## src/rtl/fb_pipe_pkg.sv

```systemverilog
// Shared constants for the flow-controlled pipeline stage register.
// Latency: none (definitions only).
// Backpressure: n/a.
package fb_pipe_pkg;

    localparam logic [1:0] ST_EMPTY = 2'd0;
    localparam logic [1:0] ST_BUSY  = 2'd1;
    localparam logic [1:0] ST_FULL  = 2'd2;

    localparam int FB_DATA_W = 128;
    localparam int FB_CTRL_W = 26;

endpackage

```

## src/rtl/fb_pipe_slot.sv

```systemverilog
// One storage slot of the stage: enable-and-clear register for {ctrl, data}.
// Latency: 1 cycle from en to q_*.
// Backpressure: none; clear zeroes ctrl only, so a killed slot reads as a bubble.
module fb_pipe_slot
    import fb_pipe_pkg::*;
#(
    parameter int CTRL_W = FB_CTRL_W,
    parameter int DATA_W = FB_DATA_W
) (
    input  logic              clk,
    input  logic              rst,
    input  logic              en,
    input  logic              clr,
    input  logic [CTRL_W-1:0] d_ctrl,
    input  logic [DATA_W-1:0] d_data,
    output logic [CTRL_W-1:0] q_ctrl,
    output logic [DATA_W-1:0] q_data
);

    always_ff @(posedge clk) begin
        if (rst) begin
            q_ctrl <= '0;
            q_data <= '0;
        end else if (clr) begin
            q_ctrl <= '0;
        end else if (en) begin
            q_ctrl <= d_ctrl;
            q_data <= d_data;
        end
    end

endmodule

```

## src/rtl/fb_pipe_skid_reg.sv

```systemverilog
// Valid/ready pipeline stage register with optional two-entry skid and synchronous flush.
// Latency: 1 cycle when empty; outputs always come from the main slot.
// Backpressure: SKID=1 registered in_ready (drops only when both slots full); SKID=0 combinational.
module fb_pipe_skid_reg
    import fb_pipe_pkg::*;
#(
    parameter int DATA_W = FB_DATA_W,
    parameter int CTRL_W = FB_CTRL_W,
    parameter int SKID   = 1
) (
    input  logic              clk,
    input  logic              rst,
    input  logic              flush,
    input  logic              in_valid,
    output logic              in_ready,
    input  logic [CTRL_W-1:0] in_ctrl,
    input  logic [DATA_W-1:0] in_data,
    output logic              out_valid,
    input  logic              out_ready,
    output logic [CTRL_W-1:0] out_ctrl,
    output logic [DATA_W-1:0] out_data,
    output logic [1:0]        occupancy
);

    logic [1:0]        state;
    logic [1:0]        state_nxt;
    logic              in_fire;
    logic              out_fire;
    logic              main_en;
    logic              main_from_skid;
    logic              skid_en;
    logic [CTRL_W-1:0] main_ctrl;
    logic [DATA_W-1:0] main_data;
    logic [CTRL_W-1:0] skid_ctrl;
    logic [DATA_W-1:0] skid_data;
    logic [CTRL_W-1:0] main_d_ctrl;
    logic [DATA_W-1:0] main_d_data;

    assign in_fire   = in_valid & in_ready;
    assign out_valid = (state != ST_EMPTY);
    assign out_fire  = out_valid & out_ready;
    assign occupancy = state;

    always_comb begin
        state_nxt      = state;
        main_en        = 1'b0;
        main_from_skid = 1'b0;
        skid_en        = 1'b0;
        case (state)
            ST_EMPTY: begin
                if (in_fire) begin
                    state_nxt = ST_BUSY;
                    main_en   = 1'b1;
                end
            end
            ST_BUSY: begin
                if (in_fire && out_fire) begin
                    main_en = 1'b1;
                end else if (in_fire) begin
                    // Unreachable with SKID=0: in_ready then requires out_ready while busy.
                    state_nxt = (SKID != 0) ? ST_FULL : ST_BUSY;
                    skid_en   = 1'b1;
                end else if (out_fire) begin
                    state_nxt = ST_EMPTY;
                end
            end
            ST_FULL: begin
                if (out_fire) begin
                    state_nxt      = ST_BUSY;
                    main_en        = 1'b1;
                    main_from_skid = 1'b1;
                end
            end
            default: state_nxt = ST_EMPTY;
        endcase
        if (flush) begin
            state_nxt = ST_EMPTY;
        end
    end

    always_ff @(posedge clk) begin
        if (rst) begin
            state <= ST_EMPTY;
        end else begin
            state <= state_nxt;
        end
    end

    assign main_d_ctrl = main_from_skid ? skid_ctrl : in_ctrl;
    assign main_d_data = main_from_skid ? skid_data : in_data;

    fb_pipe_slot #(.CTRL_W(CTRL_W), .DATA_W(DATA_W)) u_main (
        .clk    (clk),
        .rst    (rst),
        .en     (main_en),
        .clr    (flush),
        .d_ctrl (main_d_ctrl),
        .d_data (main_d_data),
        .q_ctrl (main_ctrl),
        .q_data (main_data)
    );

    generate
        if (SKID != 0) begin : g_skid
            logic in_ready_q;

            fb_pipe_slot #(.CTRL_W(CTRL_W), .DATA_W(DATA_W)) u_skid (
                .clk    (clk),
                .rst    (rst),
                .en     (skid_en),
                .clr    (flush),
                .d_ctrl (in_ctrl),
                .d_data (in_data),
                .q_ctrl (skid_ctrl),
                .q_data (skid_data)
            );

            // Reset loads 1 so the stage is ready on the first cycle after reset.
            always_ff @(posedge clk) begin
                if (rst) begin
                    in_ready_q <= 1'b1;
                end else begin
                    in_ready_q <= (state_nxt != ST_FULL);
                end
            end

            assign in_ready = in_ready_q & ~rst;
        end else begin : g_noskid
            logic unused_skid_en;

            assign unused_skid_en = skid_en;
            assign skid_ctrl      = '0;
            assign skid_data      = '0;
            assign in_ready       = ~rst & (~out_valid | out_ready);
        end
    endgenerate

    assign out_ctrl = out_valid ? main_ctrl : '0;
    assign out_data = main_data;

endmodule

```

## config.mk

```make
export PLATFORM = sky130hd
export DESIGN_NAME = fb_pipe_skid_reg
export DESIGN_NICKNAME = d
export VERILOG_FILES = /design/src/rtl/fb_pipe_pkg.sv /design/src/rtl/fb_pipe_slot.sv /design/src/rtl/fb_pipe_skid_reg.sv
export SDC_FILE = /design/constraint.sdc
export NUM_CORES = 1
export LEC_CHECK = 0
export BUFFER_PORTS_ARGS = -buffer_cell sky130_fd_sc_hd__buf_4
export CORE_MARGIN = 2
export CORE_UTILIZATION = 30
export DETAILED_ROUTE_END_ITERATION = 8
export PLACE_DENSITY_LB_ADDON = 0.05
export SLEW_MARGIN = 20
export SYNTH_ARGS = -nofsm -noshare
export SYNTH_HDL_FRONTEND = slang
export SYNTH_HIERARCHICAL = 1
export SYNTH_SLANG_ARGS = --single-unit
```

## constraint.sdc

```tcl
create_clock -name clk -period 4.79 [get_ports clk]
set_clock_uncertainty 0.2 [all_clocks]
set_input_delay 0.7185 -clock clk [delete_from_list [all_inputs] [get_ports clk]]
set_output_delay 0.7185 -clock clk [all_outputs]
set_load 0.02 [all_outputs]
```

Word level (Yosys, flattened, before mapping) --
Index checks and enable logic that the tools add are counted. W data, S select, Z words.
Word-level totals: bits in registers 311, input bits 159, output and inout port bits 158, logic and storage cells 37
Cells by class: eq/ne operators 3, mux-type cells 17, bitwise gates (word level) 5, reduce and logical (&&, ||, !) cells 6
Operators with widths (number):
- $mux W128 | 1
- $mux W26 | 2
- $mux W2 | 6
- $mux W1 | 6
- $pmux W2 S3 | 1
- $reduce_and A2 Y1 | 2
- $and A1 B1 Y1 | 3
- $pmux W1 S3 | 1
- $eq A2 B1 Y1 const B | 1
- $eq A2 B2 Y1 const B | 1
- $logic_not A2 Y1 | 1
- $ne A2 B2 Y1 const B | 1
- $not A1 Y1 | 2
- $reduce_bool A2 Y1 | 1
- $reduce_or A2 Y1 | 1
- $logic_and A1 B1 Y1 | 1

Depth between registers and ports, before layout --
Gate-level depths: netlist of run 1.
depth after elaboration 8, gate-level depth with buffers 10, depth with buffers taken out 5

Hierarchy --
Netlist of run 1, hierarchy kept.
Modules (own cells, without submodules):
- fb_pipe_slot | times used 2, cells an instance 668, area each 6729.0 um2, sequential area each 3083.0 um2
- fb_pipe_skid_reg | times used 1, cells an instance 222, area each 3024.2 um2, sequential area each 60.1 um2

Worst setup path before layout of run 1 --
No wires, ideal clock.
kind input -> register, start input rst, end register u_main.q_ctrl[10], library setup time 114 ps, arrival time 2121 ps, required time 4476 ps, path slack 2355 ps, cell stages on the path 9, path buffers 4, cell sequence nand3b_4 or2_2 o21ai_0 buf_6 buf_8 buf_12 buf_8 mux2i_1 nor2_1
On the way: word-level cells in the longest chain between the ends 6, elaborated cells between the ends (all ways) 8, those cells by class 3 x mux; 3 x bitwise; 2 x reduce/logical
Ends and longest elaborated chain:
- start, declared | line fb_pipe_skid_reg.sv:12 | input logic rst,
- $not A1 Y1 (*) | line fb_pipe_skid_reg.sv:127 | assign in_ready = in_ready_q & ~rst;
- $and A1 B1 Y1 (*) | line fb_pipe_skid_reg.sv:127
- $and A1 B1 Y1 (*) | line fb_pipe_skid_reg.sv:39 | assign in_fire = in_valid & in_ready;
- $logic_and A1 B1 Y1 | line fb_pipe_skid_reg.sv:57 | if (in_fire && out_fire) begin
- $mux W1 | line fb_pipe_skid_reg.sv:57
- $pmux W1 S3 (*) | line fb_pipe_skid_reg.sv:49 | case (state)
- net main_en | line fb_pipe_skid_reg.sv:29 | logic main_en;
- end signal, assigned | line fb_pipe_slot.sv:27 | q_ctrl <= d_ctrl;
- end, declared | line fb_pipe_slot.sv:16 | output logic [CTRL_W-1:0] q_ctrl,
The timed path passes the listed nets; every way through them passes the cells marked *. A chain may end at the register's enable or synchronous reset.

Final worst setup path of run 1 --
start input rst, end output in_ready
On the way: word-level cells in the longest chain between the ends 2
Ends and longest elaborated chain:
- $not A1 Y1 | line fb_pipe_skid_reg.sv:127
- $and A1 B1 Y1 | line fb_pipe_skid_reg.sv:127
- end, declared | line fb_pipe_skid_reg.sv:15 | output logic in_ready,
No other way between the ends.

==> impl_metrics.tcl, run 1 <==
set metrics [dict create \
    p_per_area_nw_per_um2 312 \
    port_buffers 316 \
    setup_ws_ns 1.76 \
    root_buffer "clkbuf_16" \
    synth_top_area_frac 0.378 \
    drcViolationCount 0 \
    hold_path.class "in -> reg" \
    slowest_delay_ns 0.61 \
    layout-drive-gt1-share 0.310 \
    synth_cell_type_count 28 \
    period_share 0.633 \
    synthesis.nets 1717 \
    antenna_found_initial 5 \
    worstPathRequired_ns 3.87 \
    cp_data_arrival_time_ns 2.12 \
    synthFlopType "dfxtp_1" \
    worstPathCellList "buf_8, buf_12, nor2b_1, buf_4" \
    postLayoutCellArea_um2 20100 \
    cts_hold_buf 0 \
    die_w_um 238 \
    ys_ff_latch 311 \
    reg2reg_to "u_main/q_data[21]" \
    htreeDepth 2 \
    grt_max_degree 251 \
    totalPowerFinal_mw 6.27 \
    placed_area_um2 18800 \
    cts.clk_slew.worst_paths_ns 0.06 \
    final_antenna_net_count 0 \
    grt.total_usage 0.163 \
    path_class "in -> out" \
    dp_hpwl_mm 27.9 \
    wl_per_cell_um 19.6 \
    syn_area_per_cell_um2 10.6 \
    cp_top_family "buffers and inverters" \
    synth_edf_count 0 \
    detail_route.vias_per_cell 4.89 \
    clockBufferDepth 3 \
    tritoncts "built" \
    synth_cells 1558 \
    max_freq_mhz 330 \
    placementRows 85 \
    hold_end "g_skid.u_skid/q_ctrl[22]" \
    yosysWarnings 6 \
    insertion_delay_ns 0.55 \
    vdd_drop_max_mv 0.192 \
    grt_pass1_wl_mm 72.7 \
    drtIter0Drc 682 \
    boundaryPins 317 \
    yosys.area.top_type "dfxtp_1" \
    drv_slew 0 \
    crit_path_top_delay_cell "buf_12" \
    place_inst 2416 \
    crit_buf_inv 3 \
    slew_headroom 0.307 \
    grt_setup_unrepaired "false" \
    async_flop_share 0 \
    gp_congestion 0.714 \
    netlist_area_um2 16500 \
    drt-pass1-iter-count 5 \
    leakagePower_nw 8.03 \
    coreArea_um2 54000 \
    fillers 5433 \
    grt_pass1_vias 11700 \
    cts_resized 0 \
    fin_util 0.372 \
    cp_max_fo 250 \
    yosysSeqAreaShare 0.378 \
    path_depth 4 \
    cts_setup_buffers 0 \
    numCtsBuffers 40 \
    die_area_um2 56800 \
    worst_slew_pin_slew_ns 1.04 \
    area_growth_pct 22.0 \
    r2r_cells 6 \
    die_h_um 238 \
    finalCriticalPeriod_ns 3.03 \
    finalSetupViolCount 0 \
    ys_top_cells_by_area "dfxtp_1 38%, nand4bb_1 17%, mux2_4 14%" \
    hold_viol 0 \
    holdWs_ns 0.220 \
    fin_cells 2487 \
    vias 12200 \
    synth_common_cells "311 x dfxtp_1, 258 x nand2b_1, 256 x nand4bb_1, 222 x o21ai_1, 149 x mux2_4" \
    critPathCaptureType "primary output" \
    worstReg2RegStart "occupancy[0]" \
    routed_wl_mm 48.8 \
    r2r_slack_ns 1.89 \
    start_util 0.305 \
    final_nets 1921 \
    cts.sinks 311 \
    max-cap-violations 0 \
    synth.most_common_cell "dfxtp_1" \
    hold_start "in_ctrl[22]" \
    fin_setup_tns_ns 0 \
    outcome "completed" \
    hold_depth 3 \
    critPathLaunchType "input port" \
    grt_overflow 0 \
    dpl_worst_slack_ns 1.31 \
]
[where the power goes]
part / internal, mW / total, mW / leakage, nW / switching, mW
registers: 2.63 / 2.66 / 2.51 / 0.0305
logic: 0.361 / 0.666 / 4.89 / 0.305
clock network: 1.76 / 2.94 / 0.625 / 1.18
total: 4.76 / 6.27 / 8.03 / 1.51
[sequential cells by signal, summed over array words and instances, names as in the netlist]
register,flops
occupancy,2
u_main/q_data,128
g_skid.in_ready_q,1
g_skid.u_skid/q_data,128
g_skid.u_skid/q_ctrl,26
u_main/q_ctrl,26
[worst reg2reg max path: stages (launching register included)]
cell       delay (ns)
dfxtp_1          0.46
nand3b_4         0.22
buf_4            0.51
buf_4            0.76
mux2_4           0.41
nand4bb_1        0.12
o21ai_1          0.09
[final cells by class]
| cell class | count | area (um^2) | area share |
|---|---|---|---|
| flip-flops and latches | 311 | 6230 | 0.310 |
| clock buffers | 66 | 1250 | 0.0622 |
| inverters | 1 | 3.75 | 0.000187 |
| diodes | 2 | 5.00 | 0.000249 |
| multi-input cells | 1075 | 9160 | 0.456 |
| well taps | 696 | 871 | 0.0433 |
| clock inverters | 3 | 15.0 | 0.000747 |
| repair buffers | 333 | 2570 | 0.128 |
[worst max path at each step]
stage / from / to / slack, ns
after CTS: rst / in_ready / 1.65
after floorplan: rst / u_main/q_ctrl[10] / 2.35
after global placement: rst / u_main/q_data[11] / 1.33
final: rst / in_ready / 1.76
after global routing: rst / in_ready / 1.52
after detailed placement: rst / u_main/q_data[13] / 1.31
[logic make-up after synthesis]
logic type,after synthesis,share of synthesized area
AO/OA/AOI/OAI,261,0.0799
buffers and inverters,172,0.0685
flip-flops,311,0.378
multiplexers,206,0.171
AND/OR/NAND/NOR,608,0.303
[layer usage]
metal | vias to the layer above | routed length [um] | GRT usage | share of wire
li1 | 5977 | - | - | -
met1 | 5910 | 22500 | 0.217 | 0.46
met2 | 210 | 23200 | 0.263 | 0.47
met3 | 59 | 2290 | 0.0368 | 0.047
met4 | 8 | 859 | 0.0472 | 0.018
met5 | - | 61 | 0 | 0.0012
[placed cells by master, fill, tap and decap left out, types with 2 or more instances in the layout]
cell type  count
buf_4        326
dfxtp_1      311
nand2b_1     258
nand4bb_1    256
o21ai_1      222
mux2_4       149
nor2_1        54
mux2i_1       52
clkbuf_16     41
o21ai_0       34
and2b_1       17
clkbuf_8      13
clkbuf_1      12
nor2b_1       11
mux2_2         5
buf_12         5
clkinv_2       3
diode_2        2
nand3b_4       2
or2_2          2
nor2b_4        2
Note: power is estimated with default switching activity, not from simulation.
==> run 2: changes to the inputs <==
--- a/config.mk
+++ b/config.mk
@@ -5,6 +5,7 @@
 export SDC_FILE = /design/constraint.sdc
 export NUM_CORES = 1
 export LEC_CHECK = 0
+export ABC_AREA = 1
 export BUFFER_PORTS_ARGS = -buffer_cell sky130_fd_sc_hd__buf_4
 export CORE_MARGIN = 2
 export CORE_UTILIZATION = 30
==> constraint.sdc (replaced) <==
create_clock -name clk -period 2.8 [get_ports clk]
set_clock_uncertainty 0.2 [all_clocks]
set_input_delay 0.42 -clock clk [delete_from_list [all_inputs] [get_ports clk]]
set_output_delay 0.42 -clock clk [all_outputs]
set_load 0.02 [all_outputs]
==> impl_metrics.tcl, run 2 <==
set metrics [dict create \
    wl_per_cell_um 15.2 \
    path_class "reg -> out" \
    yosysWarnings 6 \
    ys_top_cells_by_area "dfxtp_1 41%, nor2_1 13%, nand2_1 9.1%" \
    slowest_delay_ns 0.45 \
    critPathCaptureType "primary output" \
    cts_hold_buf 155 \
    period_share 0.936 \
    max-cap-violations 0 \
    drt-pass1-iter-count 4 \
    detail_route.vias_per_cell 4.33 \
    reg_top3 "g_skid.u_skid/q_data (128), u_main/q_data (128)" \
    clockBufferDepth 3 \
    dpl_worst_slack_ns 0.366 \
    leakagePower_nw 9.98 \
    drtIter0Drc 577 \
    max_freq_mhz 382 \
    drv_slew 0 \
    synth_cells 2134 \
    worstPathRequired_ns 2.18 \
    grt_pass1_vias 14000 \
    insertion_delay_ns 0.55 \
    yosys.area.top_type "dfxtp_1" \
    finalSetupViolCount 0 \
    netlist_area_um2 15100 \
    grt_pass1_wl_mm 77.9 \
    drcViolationCount 0 \
    synthesis.nets 2293 \
    async_flop_share 0 \
    layout-drive-gt1-share 0.224 \
    syn_area_per_cell_um2 7.08 \
    coreArea_um2 50000 \
    synth_top_area_frac 0.412 \
    cp-startpoint "occupancy[1]" \
    p_per_area_nw_per_um2 533 \
    numCtsBuffers 41 \
    ys_ff_latch 311 \
    postLayoutCellArea_um2 20900 \
    grt_overflow 0 \
    critPathLaunchType "flop" \
    cts_setup_buffers 0 \
    synth_edf_count 0 \
    hold_viol 0 \
    crit_buf_inv 4 \
    die_h_um 228 \
    totalPowerFinal_mw 11.1 \
    hold_start "flush" \
    endpoint "out_ctrl[17]" \
    cts.clk_slew.worst_paths_ns 0.06 \
    routed_wl_mm 49.1 \
    fillers 5280 \
    placementRows 82 \
    placed_area_um2 18100 \
    antenna_found_initial 7 \
    layout_commonest_cell "nor2_1" \
    yosysSeqAreaShare 0.412 \
    finalCriticalPeriod_ns 2.62 \
    grt.total_usage 0.186 \
    boundaryPins 317 \
    die_w_um 228 \
    cp_data_arrival_time_ns 2.00 \
    outcome "completed" \
    cts_resized 0 \
    synth.most_common_cell "nor2_1" \
    die_area_um2 52200 \
    cp_top_family "buffers and inverters" \
    final_nets 2696 \
    hold_path.class "in -> reg" \
    area_growth_pct 38.4 \
    root_buffer "clkbuf_16" \
    worst_slew_pin_slew_ns 0.730 \
    reg2reg_to "u_main/q_data[66]" \
    cts.sinks 311 \
    cp_max_fo 26 \
    tritoncts "built" \
    synth_cell_type_count 18 \
    synthFlopType "dfxtp_1" \
    fin_setup_tns_ns 0 \
    path_depth 6 \
    vias 14000 \
    start_util 0.302 \
    final_cell_mix "540 x nor2_1, 368 x nand2_1, 330 x buf_4, 311 x dfxtp_1, 288 x inv_1" \
    synth_common_cells "541 x nor2_1, 368 x nand2_1, 311 x dfxtp_1, 293 x inv_1, 262 x nand3_1" \
    r2r_cells 10 \
    dp_hpwl_mm 30.0 \
    gp_congestion 0.748 \
    setup_ws_ns 0.181 \
    port_buffers 316 \
    crit_path_top_delay_cell "dfxtp_1" \
    critical_path.most_common_cell "buf_4" \
    final_antenna_net_count 0 \
    fin_util 0.418 \
    htreeDepth 2 \
    grt_max_degree 100 \
    vdd_drop_max_mv 0.322 \
    worstPathCellList "inv_1, nand2_1, clkinv_1, buf_4, nor2_1, buf_4" \
    slew_headroom 0.513 \
    grt_setup_unrepaired "false" \
    r2r_slack_ns 0.58 \
    worstReg2RegStart "occupancy[1]" \
]
-- run 2: changes by cell type in the layout (fill, tap and decap cells not counted), sizes merged, moves of 13 or more --
cell / previous run / this run
dlygate4sd3: 0 / 155
nand2: 0 / 368
inv: 1 / 296
mux2i: 52 / 0
o21ai: 257 / 1
buf: 333 / 350
nor2b: 13 / 0
nand3: 0 / 262
nand4bb: 256 / 0
nand2b: 258 / 0
and2b: 17 / 0
a21oi: 1 / 52
nor2: 56 / 543
-- run 2: cells by family (layout without fill, tap and decap cells) --
group,count (synthesis),count (layout),synth area share
other,0,2,0
and+or+nand+nor,1174,1174,0.314
muxes,154,154,0.130
DFF,311,311,0.412
buffers and inverters,442,872,0.127
AOI/OAI and AO/OA,53,53,0.0176
-- run 2: power by group --
| group | leakage, nW | internal (mW) | switching, mW |
|---|---|---|---|
| Clock | 0.632 | 3.05 | 2.00 |
| Combinational | 6.83 | 0.712 | 0.759 |
| Sequential | 2.52 | 4.54 | 0.0718 |
-- run 2: per-stage QoR --
stage                     hold WS (ns)  instances
final                           0.0535       3238
after global routing            0.0469       3238
after CTS                       0.0176       3236
after detailed placement         0.252       3011
after global placement           0.245       3011
after floorplan                  0.238       2134
-- run 2: worst min-delay path by stage --
| stage | end | slack, ns | cells after the start |
|---|---|---|---|
| detailed placement | u_main/q_ctrl[23] | 0.25 | 2 |
| global route | occupancy[0] | 0.05 | 4 |
| finish | occupancy[0] | 0.05 | 4 |
| global placement | g_skid.u_skid/q_ctrl[15] | 0.25 | 2 |
| floorplan | g_skid.u_skid/q_ctrl[22] | 0.24 | 2 |
| CTS | g_skid.in_ready_q | 0.02 | 3 |
-- run 2: area by class of cell --
type	instances	area [um^2]	area share
multi-input combinational	1381	7000	0.335
sequential	311	6230	0.298
timing repair buffer	505	4430	0.212
clock buffer	67	1260	0.0604
inverter	297	1130	0.0540
tap	672	841	0.0402
clock inverter	3	15.0	0.000718
antenna	2	5.00	0.000239
-- run 2: worst register-to-register path, cell delays in order (launching register included) --
cell and delay (ns):
dfxtp_1 0.37, inv_1 0.14, nand2_1 0.12, nand2_1 0.08
nand3_1 0.17, inv_6 0.26, inv_2 0.09, nor2_4 0.15
buf_12 0.33, nor2_1 0.15, nor2_1 0.10
-- run 2: per-layer routing --
layer / global-route usage / routed length (um)
met5: 0 / 68
met2: 0.310 / 22400
met3: 0.0374 / 2110
met1: 0.246 / 23500
met4: 0.0451 / 1000
